`src/rtl/servo_scheduler.sv`:
```
// rtl/servo_scheduler.sv - moves one of four servos at a time toward a clamped goal duty
// Ports:
//   clk          system clock, rising edge
//   rst          asynchronous active-low reset
//   req[3:0]     per-servo move request (0 arm, 1 left, 2 middle, 3 right), held until ack
//   target       four packed DUTY_W requested duties, servo n at [n*DUTY_W +: DUTY_W]
//   period_done  per-servo PWM end-of-period strobe
//   servo_duty   four packed DUTY_W duty commands, same packing as target
//   ack[3:0]     one-cycle completion pulse to the granted servo
//   busy         high whenever the scheduler is not idle
//   active[1:0]  index of the granted servo
// Build option: SERVO_RAMP_EN defined -> ramp by STEP per period; undefined -> jump to goal in one update.
module servo_scheduler #(
  parameter int DUTY_W         = 21,
  parameter int STEP           = 10000,
  parameter int MIN_DUTY       = 100000,
  parameter int MAX_DUTY       = 200000,
  parameter int HOME_DUTY      = 150000,
  parameter int SETTLE_PERIODS = 2
) (
  input  logic                clk,
  input  logic                rst,
  input  logic [3:0]          req,
  input  logic [4*DUTY_W-1:0] target,
  input  logic [3:0]          period_done,
  output logic [4*DUTY_W-1:0] servo_duty,
  output logic [3:0]          ack,
  output logic                busy,
  output logic [1:0]          active
);

`ifdef SERVO_RAMP_EN
  localparam int stepSize = STEP;
`else
  // A step at least as wide as the clamp window always lands on goal in one update.
  localparam int stepSize = (STEP > MAX_DUTY - MIN_DUTY) ? STEP : (MAX_DUTY - MIN_DUTY);
`endif

  localparam logic [DUTY_W-1:0] stepD   = DUTY_W'(stepSize);
  localparam logic [DUTY_W-1:0] minD    = DUTY_W'(MIN_DUTY);
  localparam logic [DUTY_W-1:0] maxD    = DUTY_W'(MAX_DUTY);
  localparam logic [DUTY_W-1:0] homeD   = DUTY_W'(HOME_DUTY);
  localparam logic [7:0]        settleD = 8'(SETTLE_PERIODS);

  typedef enum logic [2:0] {IDLE, LOAD, RAMP, SETTLE, DONE} stateT;

  stateT             state, nextState;
  logic [1:0]        activeIdx, rrPtr, grantIdx;
  logic              grantFound;
  logic [DUTY_W-1:0] duty [4];
  logic [DUTY_W-1:0] tgt [4];
  logic [DUTY_W-1:0] goal, curDuty, nextDuty, clampedTarget;
  logic [7:0]        settleCnt;
  logic              pdActive, settleDone;

  for (genvar g = 0; g < 4; g++) begin : gPack
    assign tgt[g] = target[g*DUTY_W +: DUTY_W];
    assign servo_duty[g*DUTY_W +: DUTY_W] = duty[g];
  end

  assign curDuty  = duty[activeIdx];
  assign pdActive = period_done[activeIdx];
  assign active   = activeIdx;

  // Round-robin search starting at the servo after the last grant.
  always_comb begin
    grantFound = 1'b0;
    grantIdx   = rrPtr;
    for (int i = 0; i < 4; i++) begin
      if (!grantFound && req[rrPtr + 2'(i)]) begin
        grantFound = 1'b1;
        grantIdx   = rrPtr + 2'(i);
      end
    end
  end

  always_comb begin
    clampedTarget = tgt[activeIdx];
    if (tgt[activeIdx] < minD)
      clampedTarget = minD;
    else if (tgt[activeIdx] > maxD)
      clampedTarget = maxD;
  end

  // Goal and current duty both sit inside the clamp window, so stepping toward
  // goal can neither wrap nor leave the window.
  always_comb begin
    nextDuty = curDuty;
    if (goal > curDuty)
      nextDuty = (goal - curDuty <= stepD) ? goal : curDuty + stepD;
    else if (curDuty > goal)
      nextDuty = (curDuty - goal <= stepD) ? goal : curDuty - stepD;
  end

  assign settleDone = (settleCnt >= settleD) || (pdActive && (settleCnt + 8'd1 >= settleD));

  always_ff @(posedge clk or negedge rst) begin
    if (!rst)
      state <= IDLE;
    else
      state <= nextState;
  end

  always_comb begin
    nextState = state;
    ack       = 4'b0000;
    busy      = (state != IDLE);
    case (state)
      IDLE:    if (grantFound) nextState = LOAD;
      LOAD:    nextState = RAMP;
      RAMP:    if (curDuty == goal) nextState = SETTLE;
      SETTLE:  if (settleDone) nextState = DONE;
      DONE: begin
        ack       = 4'b0001 << activeIdx;
        nextState = IDLE;
      end
      default: nextState = IDLE;
    endcase
  end

  always_ff @(posedge clk or negedge rst) begin
    if (!rst) begin
      for (int n = 0; n < 4; n++) duty[n] <= homeD;
      activeIdx <= 2'd0;
      rrPtr     <= 2'd0;
      goal      <= homeD;
      settleCnt <= 8'd0;
    end else begin
      case (state)
        IDLE: begin
          if (grantFound) begin
            activeIdx <= grantIdx;
            rrPtr     <= grantIdx + 2'd1;
          end
        end
        LOAD: begin
          goal      <= clampedTarget;
          settleCnt <= 8'd0;
        end
        // The new duty becomes visible the cycle after the period strobe, i.e.
        // at the start of the next PWM period.
        RAMP: begin
          if (pdActive && (curDuty != goal)) duty[activeIdx] <= nextDuty;
        end
        SETTLE: begin
          if (pdActive) settleCnt <= settleCnt + 8'd1;
        end
        default: ;
      endcase
    end
  end

endmodule

```
`config.mk`:
```
export PLATFORM = sky130hd
export DESIGN_NAME = servo_scheduler
export DESIGN_NICKNAME = d
export VERILOG_FILES = /design/src/rtl/servo_scheduler.sv
export SDC_FILE = /design/constraint.sdc
export NUM_CORES = 1
export LEC_CHECK = 0
export ABC_CLOCK_PERIOD_IN_PS = 6700
export CAP_MARGIN = 20
export CELL_PAD_IN_SITES_DETAIL_PLACEMENT = 0
export CELL_PAD_IN_SITES_GLOBAL_PLACEMENT = 1
export CORE_MARGIN = 2
export CORE_UTILIZATION = 30
export CTS_BUF_LIST = sky130_fd_sc_hd__clkbuf_8
export CTS_CLUSTER_SIZE = 20
export DETAILED_ROUTE_END_ITERATION = 12
export GPL_TIMING_DRIVEN = 1
export PLACE_DENSITY = 0.76
export SYNTH_ARGS = -nofsm -noshare
export SYNTH_HDL_FRONTEND = slang
export SYNTH_SLANG_ARGS = --single-unit
```
`constraint.sdc`:
```
create_clock -name clk -period 6.7 [get_ports clk]
set_input_delay 1.34 -clock clk [delete_from_list [all_inputs] [get_ports clk]]
set_output_delay 1.34 -clock clk [all_outputs]
set_load 0.05 [all_outputs]
```
==> impl_results.md <==
- Hold Path Sink: servo_duty[7]$_DFFE_PN1P_
- GP Congestion: about 0.89
- Async set-reset flop share out of synthesis: between 90% and 100%
- Reg-to-Reg Start: active[0]$_DFFE_PN0P_
- Worst-margin pin slew: 0.981 ns
- Hold Violations, Final: 0
- Post-route ant nets: 0
- Most frequent cells in the layout: clkdlybuf4s50_1 (183), nand2_1 (133), o21ai_0 (102)
- Initial core utilization: 30.4%
- Post-CTS sizing: 0
- HPWL Detailed: 24.7 mm
- Clock network power share: 10.2%
- Cell Int Power: between 3000 and 4000 µW
- Ports: 185
- Full die area: 32400 µm²
- YS warnings: 0
- Seq pwr share: 17.0%
- Fmax: roughly 170 MHz
- DRT Wirelength: between 30 and 40 mm
- Pwr per Cell Area: 563 nW/µm²
- Min-delay worst type: register to register
- Final WS setup: 0.787 ns
- Vias in the first global route: ~8700
- TritonCTS clock tree: done
- Drt first pass iters: 5
- Share of the synthesized area in the top cell type: a little over a fifth
- Yosys top cell by area: dfrtp_1
- Synth-to-layout area growth: 27.3%
- Grt ovf: 0
- Initial antenna violation count: 0
- Skew-Pair Late Insertion Delay: 0.46 ns
- DR vias/cell: 5.51
- DRC Markers: 0
- Pre-CTS setup slack: about 0.88 ns
- Clock skew: 0.0189 ns
- Die H: 180 µm
- Syn nets: ~1200
- Gr usage total: 19.3%
- Static leakage: 0.00473 µW
- Final TNS setup: 0 ns
- NumNets Final: 1357
- Post-CTS Hold Buffers: 0
- Period utilisation layout: 88.3%
- Commonest non-fill, non-tap cell in the layout: clkdlybuf4s50_1
- Rel. slew slack: 34.6%
- FF-to-FF setup slack: between 0.7 and 0.8 ns
- Status: finished clean
- PortBufs: 184
- Sw frac: 54.9%
- Max_cap viols: 0
- Clock sink total: between 100 and 150
- Depth of the worst hold-timing path: 2
- CTS root buffer: clkbuf_8
- Cell area after synthesis: roughly 9300 µm²
- Data required time of the critical path: around 7.0 ns
- Worst-path fanout max: 42
- Largest net degree at the start of global routing: 71
- Yosys reg bits: 120
- Synth area leaders: dfrtp_1 (22%), dfstp_2 (11%), mux4_2 (9.4%)
- Mapped Cells: roughly 1100
- First-pass GRT wire length: approximately 50 mm
- # diodes: 0
- Setup crit start: active[0]$_DFFE_PN0P_
- Crit path kind: register to register
- Syn avg cell area: 8.74 µm²
- HP Start: servo_duty[7]$_DFFE_PN1P_
- # Post-CTS Setup Buffers: 0
- Slew Limit Fails: 0
- Core Area: 30600 µm²
- Sequential share of the synthesized area: 32.8%
- Switch Pwr: 3660 µW
- Critical path endpoint category: register
- Peak supply drop: 0.220 mV
- Final Critical Period: 5.91 ns
- Num rows: 64
- Final setup fails: 0
- R2R cell count: 13
- Initial DRC Count: roughly 630
- Die W: 180 µm
- WL/cell: 19.6 µm
- CP arrival: a little over 6 ns
- FILL cells: 3083
- Setup crit start kind: register
- Most used DFF post-synth: dfrtp_1
- Netlist cell types: 72
- Clock Pin Slew Worst Setup and Hold Paths: 0.09 ns
- RSZ-0062 raised after global routing: false
- H-tree Lvls: 4
- Total number of vias: 8950
- RR Endpoint: servo_duty[30]$_DFFE_PN0P_
- Post-synth EDFFs: 0
- Maximum clock path buffer count: 2
- Total CTS buffers: 17
- Util after Layout: 38.7%
- Combinational power share: 72.7%
- Share of cells above drive strength 1: 12.6%
==> worst max-delay path, cell delays in order, from the launching register on <==
cell	delay [ns]
dfrtp_4	0.91
mux4_2	0.73
ha_1	0.52
nand2_1	0.16
o21ai_0	0.58
nor3_1	0.11
a21o_1	0.18
nor3b_1	0.26
or4_4	0.18
a31oi_2	0.05
o31ai_4	0.82
nor2_2	0.21
a2111oi_1	0.84
o31ai_1	0.18
==> metal layers <==
metal  share of wire [%]  vias to the layer above  GRT usage, %
met1                  44                     4391          25.7
met5                   0                        -             0
met3                 5.8                       46          3.44
li1                    -                     4192             -
met4                 2.4                        0          6.16
met2                  48                      321          31.9
==> flip-flops by register name (all words and copies together) (netlist names) <==
register and count:
state 3, settleCnt 8, servo_duty 84, active 2
rrPtr 2, goal 21
==> through the flow <==
step                hold slack (ns)  std cells  instance area [µm²]  power (µW)
global route                  0.505       1625                11800        7120
finish                        0.484       1625                11800        6670
floorplan                     0.475       1064                 9300        4620
CTS                           0.483       1625                11800        6630
global placement              0.474       1593                11400        5920
detailed placement            0.471       1593                11400        5920
==> synth_stat cells, drive strengths merged (16+ instances only) <==
cell type  instances
o21ai            105
dfstp             40
buf               23
clkbuf            39
o31ai             22
nand3             28
ha                47
a21oi             68
dfrtp             80
a21o              16
nor3              18
inv               54
a31oi             40
mux4              39
nand2            133
nor2              96
xnor2             34
==> power groups by stage <==
stage | clock [µW] | sequential [µW] | combinational, µW
global route | 723 | 1170 | 5230
detailed placement | 0 | 1150 | 4760
finish | 683 | 1140 | 4850
floorplan | 0 | 1510 | 3110
CTS | 697 | 1140 | 4790
global placement | 0 | 1150 | 4770
==> cell type report <==
type / count / area, µm² / area share, %
clock buffer: 18 / 248 / 2.09
clock inverter: 14 / 154 / 1.30
timing repair buffer: 195 / 1920 / 16.2
sequential: 120 / 3060 / 25.8
inverter: 54 / 203 / 1.71
multi-input combinational: 828 / 5760 / 48.6
tap: 396 / 495 / 4.19
==> cells by family after synthesis <==
| logic type | share of synthesized area (%) |
|---|---|
| xor gates and xnor gates | 4.52 |
| AOI/OAI and AO/OA | 22.3 |
| buffers and inverters | 5.33 |
| and+or+nand+nor | 17.3 |
| DFF | 32.8 |
| adders and majority gates | 6.32 |
| muxes | 11.4 |
==> how the worst max path moves through the flow <==
stage / end / slack (ns) / cells after the start
floorplan: servo_duty[32]$_DFFE_PN1P_ / 1.03 / 20
global placement: servo_duty[51]$_DFFE_PN0P_ / 0.95 / 13
detailed placement: servo_duty[30]$_DFFE_PN0P_ / 0.88 / 13
CTS: servo_duty[72]$_DFFE_PN0P_ / 0.82 / 13
global route: servo_duty[72]$_DFFE_PN0P_ / 0.46 / 13
finish: servo_duty[30]$_DFFE_PN0P_ / 0.79 / 13
Note: power is estimated with default switching activity, not from simulation.
